===== config.mk =====
export PLATFORM = sky130hd
export DESIGN_NAME = player_collision
export DESIGN_NICKNAME = d
export VERILOG_FILES = /design/src/rtl/player_collision.sv
export SDC_FILE = /design/constraint.sdc
export NUM_CORES = 1
export LEC_CHECK = 0
export BUFFER_PORTS_ARGS = -buffer_cell sky130_fd_sc_hd__buf_2
export CAP_MARGIN = 5
export CORE_MARGIN = 2
export CORE_UTILIZATION = 50
export DETAILED_ROUTE_END_ITERATION = 8
export GPL_ROUTABILITY_DRIVEN = 1
export PLACE_DENSITY_LB_ADDON = 0.3
export SETUP_SLACK_MARGIN = 0.3
export SLEW_MARGIN = 20
export SYNTH_ARGS = -nofsm -noshare
export SYNTH_HDL_FRONTEND = slang
export SYNTH_SLANG_ARGS = --single-unit

===== constraint.sdc =====
create_clock -name sim_clk -period 5.7 [get_ports sim_clk]
set_input_delay 1.14 -clock sim_clk [delete_from_list [all_inputs] [get_ports sim_clk]]
set_output_delay 1.14 -clock sim_clk [all_outputs]
set_load 0.02 [all_outputs]

===== src/rtl/player_collision.sv =====
// player_collision: predicts the player's next position from the packed
// playerState, probes the tile map at the leading edges of the player box
// (two probes per moving axis) and returns registered left/bottom/right/top
// collision flags together with a one-cycle valid strobe.
module player_collision #(
  parameter int ORIGIN_X   = 144,
  parameter int ORIGIN_Y   = 35,
  parameter int TILE_SHIFT = 5,
  parameter int MAP_COLS   = 20,
  parameter int MAP_ROWS   = 15,
  parameter int PLAYER_W   = 32,
  parameter int PLAYER_H   = 32
) (
  input  logic        sim_clk,
  input  logic        reset,
  input  logic        step,
  input  logic [31:0] playerState,
  output logic [8:0]  tile_addr,
  output logic        tile_re,
  input  logic        tile_solid,
  output logic [3:0]  playerCol,
  output logic        col_valid,
  output logic        busy
);

  typedef enum logic [1:0] {IDLE, ISSUE, DRAIN, DONE} state_t;

  localparam logic [9:0] OX    = 10'(ORIGIN_X);
  localparam logic [9:0] OY    = 10'(ORIGIN_Y);
  localparam logic [9:0] W_M1  = 10'(PLAYER_W - 1);
  localparam logic [9:0] H_M1  = 10'(PLAYER_H - 1);
  localparam logic [9:0] NCOLS = 10'(MAP_COLS);
  localparam logic [9:0] NROWS = 10'(MAP_ROWS);

  state_t      state_q, state_d;
  logic [1:0]  k_q, k_d;
  logic [31:0] ps_q;

  // Decoded fields of the latched player state
  logic [9:0]  x_pos, y_pos, x_spd, y_spd;
  logic        x_right, y_up;

  // Predicted position and the currently addressed probe point
  logic [9:0]  nx, ny, px, py;
  logic [9:0]  dx, dy, col_c, row_c;
  logic        probe_skip, probe_oof, probe_read, probe_force;
  logic [8:0]  probe_addr;

  // Two-stage tag pipe that follows each probe until its tile_solid arrives
  logic        s1_vld, s1_read, s1_force;
  logic [1:0]  s1_idx;
  logic        s2_vld, s2_read, s2_force;
  logic [1:0]  s2_idx;

  logic [3:0]  hits_q, hits_d;
  logic        h_hit, v_hit;
  logic [3:0]  col_d;

  // FSM control
  logic        accept, issue_en, busy_d, valid_d, load_col;

  assign x_pos   = ps_q[31:22];
  assign y_pos   = ps_q[21:12];
  assign x_spd   = {5'b0, ps_q[11:7]};
  assign y_spd   = {5'b0, ps_q[6:2]};
  assign x_right = ps_q[1];
  assign y_up    = ps_q[0];

  // Predicted position (10-bit wrap) and probe point selection for probe k
  always_comb begin
    nx = x_right ? (x_pos + x_spd) : (x_pos - x_spd);
    ny = y_up    ? (y_pos - y_spd) : (y_pos + y_spd);
    px = '0;
    py = '0;
    unique case (k_q)
      2'd0: begin
        px = x_right ? (nx + W_M1) : nx;
        py = y_pos;
      end
      2'd1: begin
        px = x_right ? (nx + W_M1) : nx;
        py = y_pos + H_M1;
      end
      2'd2: begin
        px = x_pos;
        py = y_up ? ny : (ny + H_M1);
      end
      default: begin
        px = x_pos + W_M1;
        py = y_up ? ny : (ny + H_M1);
      end
    endcase
  end

  // Map the probe point to a tile, flag out-of-field and skipped probes
  always_comb begin
    dx          = px - OX;
    dy          = py - OY;
    col_c       = dx >> TILE_SHIFT;
    row_c       = dy >> TILE_SHIFT;
    probe_oof   = (px < OX) || (py < OY) || (col_c >= NCOLS) || (row_c >= NROWS);
    probe_skip  = k_q[1] ? (y_spd == '0) : (x_spd == '0);
    probe_read  = !probe_skip && !probe_oof;
    probe_force = !probe_skip && probe_oof;
    probe_addr  = 9'(row_c) * 9'(MAP_COLS) + 9'(col_c);
  end

  // Merge the probe result arriving this cycle and assemble the flag vector
  always_comb begin
    hits_d = hits_q;
    if (s2_vld) begin
      hits_d[s2_idx] = s2_read ? tile_solid : s2_force;
    end
    h_hit = hits_d[0] | hits_d[1];
    v_hit = hits_d[2] | hits_d[3];
    col_d = {y_up & v_hit, x_right & h_hit, ~y_up & v_hit, ~x_right & h_hit};
  end

  // Next-state logic and per-state control strobes
  always_comb begin
    state_d  = state_q;
    k_d      = k_q;
    accept   = 1'b0;
    issue_en = 1'b0;
    busy_d   = 1'b0;
    valid_d  = 1'b0;
    load_col = 1'b0;
    unique case (state_q)
      IDLE: begin
        if (step) begin
          accept  = 1'b1;
          k_d     = '0;
          state_d = ISSUE;
        end
      end
      ISSUE: begin
        issue_en = 1'b1;
        busy_d   = 1'b1;
        k_d      = k_q + 2'd1;
        if (k_q == 2'd3) begin
          state_d = DRAIN;
        end
      end
      DRAIN: begin
        busy_d  = 1'b1;
        state_d = DONE;
      end
      DONE: begin
        load_col = 1'b1;
        valid_d  = 1'b1;
        state_d  = IDLE;
      end
      default: state_d = IDLE;
    endcase
  end

  // State, probe issue, result capture and output registers
  always_ff @(posedge sim_clk) begin
    if (reset) begin
      state_q   <= IDLE;
      k_q       <= '0;
      ps_q      <= '0;
      tile_addr <= '0;
      tile_re   <= 1'b0;
      s1_vld    <= 1'b0;
      s1_read   <= 1'b0;
      s1_force  <= 1'b0;
      s1_idx    <= '0;
      s2_vld    <= 1'b0;
      s2_read   <= 1'b0;
      s2_force  <= 1'b0;
      s2_idx    <= '0;
      hits_q    <= '0;
      playerCol <= '0;
      col_valid <= 1'b0;
      busy      <= 1'b0;
    end else begin
      state_q   <= state_d;
      k_q       <= k_d;
      busy      <= busy_d;
      col_valid <= valid_d;
      if (accept) begin
        ps_q <= playerState;
      end
      tile_re   <= issue_en && probe_read;
      tile_addr <= (issue_en && probe_read) ? probe_addr : '0;
      s1_vld    <= issue_en;
      s1_read   <= probe_read;
      s1_force  <= probe_force;
      s1_idx    <= k_q;
      s2_vld    <= s1_vld;
      s2_read   <= s1_read;
      s2_force  <= s1_force;
      s2_idx    <= s1_idx;
      hits_q    <= accept ? '0 : hits_d;
      if (load_col) begin
        playerCol <= col_d;
      end
    end
  end

endmodule


==> results.yml <==
status:
  status: "finished, final reports clean"
timing:
  fin_tns_setup_ns: 0
  final-setup-viol-count: 0
  hold_viol: 0
  fin_skew_ns: 0.0154
  max_freq_ghz: 0.193
  slew_headroom_pct: 32.8
  final_max_slew_viol_count: 0
  final.period_utilization_pct: 91.1
  tightest_slew_ns: 1.01
  min_period_ns: 5.19
  rsz0062_at_grt: "true"
logic_synthesis:
  yosys.area_share.adder_pct: 12.3
  yosys.area_share.simple_pct: 23.9
  synthMuxAreaShare_pct: 3.80
  synth-xor-area-share_pct: 6.75
  yosys_register_bits: 66
  synthFlopType: "dfxtp_1"
  synthCells: 633
  synth_area_per_cell_um2: 7.90
  synth_async_sr_flop_share_pct: 0
  syn_area_mm2: 0.00500
  synth_cell_type_count: 73
  ys_seq_area_share_pct: 26.4
  synthesis.nets: 715
  synth_compound_area_share_pct: 22.5
  synth_top_family_by_area: "simple AND/OR/NAND/NOR gates"
  synth_edf_count: 0
  ys.warnings.count: 0
setup_path:
  crit_chain: "inv_1 > ha_1 > nor3b_4 > ha_1 > mux2i_1 > ha_1 > nand2_1 > o21ba_2 > o211a_1 > or3_4 > or4_1 > and3_4 > o21a_4 > or2_4 > ha_1 > ha_2 > fa_1 > o211ai_1 > or3_1 > a21oi_1"
  cpMostUsedCell: "ha_1"
  r2r_start: "ps_q[2]"
  r2r_setup_slack_ns: 0.51
  path_max_fanout: 6
  cp-end-kind: "flop"
  startpoint_type: "flop"
  slowest_delay_ns: 0.59
  crit_type: "reg2reg"
  critPathRequiredTime_ns: 6.00
  reg2regPathDepth: 20
  worstPathArrival_ns: 5.49
  rr_endpoint: "tile_addr[7]"
  crit_slowest_cell: "fa_1"
global_routing:
  antenna_found_initial: 0
  grt_first_pass_wirelength_mm: 19.7
  grt_max_degree: 56
  globalRoute.totalOverflow: 0
  grt.total_usage_pct: 22.0
  grt_pass1_vias: 4375
hold_path:
  hold_path_class: "reg2reg"
  whs_endpoint: "s2_vld"
  hold_depth: 1
  min_from: "s1_vld"
detailed_routing:
  routed_via_density: 5.73
  vias: 4653
  firstDrtPassIters: 4
  drt-total-wl_mm: 12.1
  wl_per_cell_um: 14.9
  antenna_left: 0
  drc: 0
  drt_iter0_drc: 180
finish:
  fin_nets: 756
  fillCellCount: 889
  drive_above_1_share_pct: 16.5
  diodes: 0
  final_common_cell: "nand2_1"
  areaGrowthSynthToFinish_pct: 13.7
  final_cell_mix: "nand2_1, a21oi_1, dfxtp_1, buf_2, nor2_1"
die:
  start_util_pct: 51.4
  rows: 36
  die_h_um: 104
  die-area_mm2: 0.0108
  die_w_um: 104
  io_pins: 52
  core_area_mm2: 0.00973
placed_design:
  hpwl_mm: 8.96
  port_buffers: 51
  gp_congestion: 0.891
cts:
  cts.clk_slew.worst_paths_ns: 0.09
  clockRootBuffer: "clkbuf_8"
  clkSinkCount: 66
  cts_buffers: 9
  clock_latency_ns: 0.37
  ctsLongestPathBuffers: 2
  cts_tree: "built"
  htree_levels: 3
flow_run:
  maxCapViolations: 0
how the worst max path moves through the flow:
stage                     startpoint            to
final                        ps_q[2]  tile_addr[7]
after global routing         ps_q[2]  tile_addr[8]
after CTS                    ps_q[2]  tile_addr[7]
after detailed placement     ps_q[2]  tile_addr[7]
after floorplan              ps_q[0]  tile_addr[7]
after global placement       ps_q[2]  tile_addr[7]
synthesized netlist by cell type, types with 5 or more instances:
cell       n  area share, %
a211oi_1   8            1.2
a21o_1     8            1.2
a21oi_1   71            7.1
and2_1     7           0.88
and3_1     8            1.0
clkbuf_1  19            1.4
dfxtp_1   66             26
ha_1      42             11
inv_1     30            2.3
mux2_2     8            1.8
mux2i_1   10            2.0
nand2_1   90            6.8
nand2b_1   8            1.0
nand3_1    8           0.80
nand4_1    5           0.63
nor2_1    42            3.2
nor2b_1   19            2.4
nor3_1    16            1.6
nor3b_1    5           0.75
o211ai_1   7            1.1
o21a_1     6           0.90
o21ai_0   24            2.4
or3_1      8            1.0
xnor2_1   20            3.5
xor2_1    16            2.8
critical path: cells and delay by family, from the launching register on:
kind            cells  cell delay (ns)
buf+inv             1             0.05
simple gates        7             1.84
fa+ha+maj           6             1.90
mux                 1             0.16
flops               1             0.36
compound gates      5             0.81
cells by family (layout without fill, tap and decap cells):
| group | after synthesis | in the layout |
|---|---|---|
| buffers and inverters | 55 | 101 |
| muxes | 18 | 18 |
| adders and majority gates | 47 | 47 |
| DFF | 66 | 66 |
| xor gates and xnor gates | 37 | 37 |
| and+or+nand+nor | 242 | 242 |
| AOI/OAI and AO/OA | 168 | 168 |
stage by stage:
step / hold WS, ns / util, % / worst slack (ns) / instances / cell area [µm²]
5_1_grt: 0.467 / 58.5 / 0.286 / 812 / 5690
6_report: 0.443 / 58.5 / 0.509 / 812 / 5690
3_3_place_gp: 0.429 / 54.8 / 0.410 / 793 / 5330
3_5_place_dp: 0.436 / 54.8 / 0.164 / 793 / 5330
2_1_floorplan: 0.414 / - / 0.648 / 633 / 5000
4_1_cts: 0.451 / 57.1 / 0.308 / 809 / 5550
sequential cells by signal, indices dropped and copies added (netlist names):
| name | cells |
|---|---|
| busy | 1 |
| col_valid | 1 |
| hits_q | 4 |
| k_q | 2 |
| playerCol | 4 |
| ps_q | 32 |
| s1_force | 1 |
| s1_idx | 2 |
| s1_read | 1 |
| s1_vld | 1 |
| s2_force | 1 |
| s2_idx | 2 |
| s2_read | 1 |
| s2_vld | 1 |
| state_q | 2 |
| tile_addr | 9 |
| tile_re | 1 |
routing by layer:
metal / part of all wire [%] / global-route usage [%] / vias to the layer above
li1: - / - / 2338
met1: 44 / 25.8 / 2195
met2: 50 / 38.6 / 94
met3: 3.5 / 5.39 / 26
met4: 2.5 / 8.88 / 0
met5: 0 / 0 / -
area by class of cell:
cell class / instances / area, µm² / area share (%)
timing repair buffer: 55 / 285 / 5.02
clock inverter: 7 / 83.8 / 1.47
sequential: 66 / 1330 / 23.3
tap: 133 / 166 / 2.93
clock buffer: 9 / 124 / 2.18
multi-input combinational: 512 / 3590 / 63.1
inverter: 30 / 113 / 1.98
timing repair:
item / CTS / global route
gates resized for setup: 3 / 23
setup endpoints to repair: 2 / 3
setup buffers: 0 / 3
gates cloned: 0 / 0
hold buffers: 0 / 0
pin swaps: 0 / 7
Power is not shown: default switching activity piles up to over one toggle a cycle in this logic, so the estimate is an artifact.
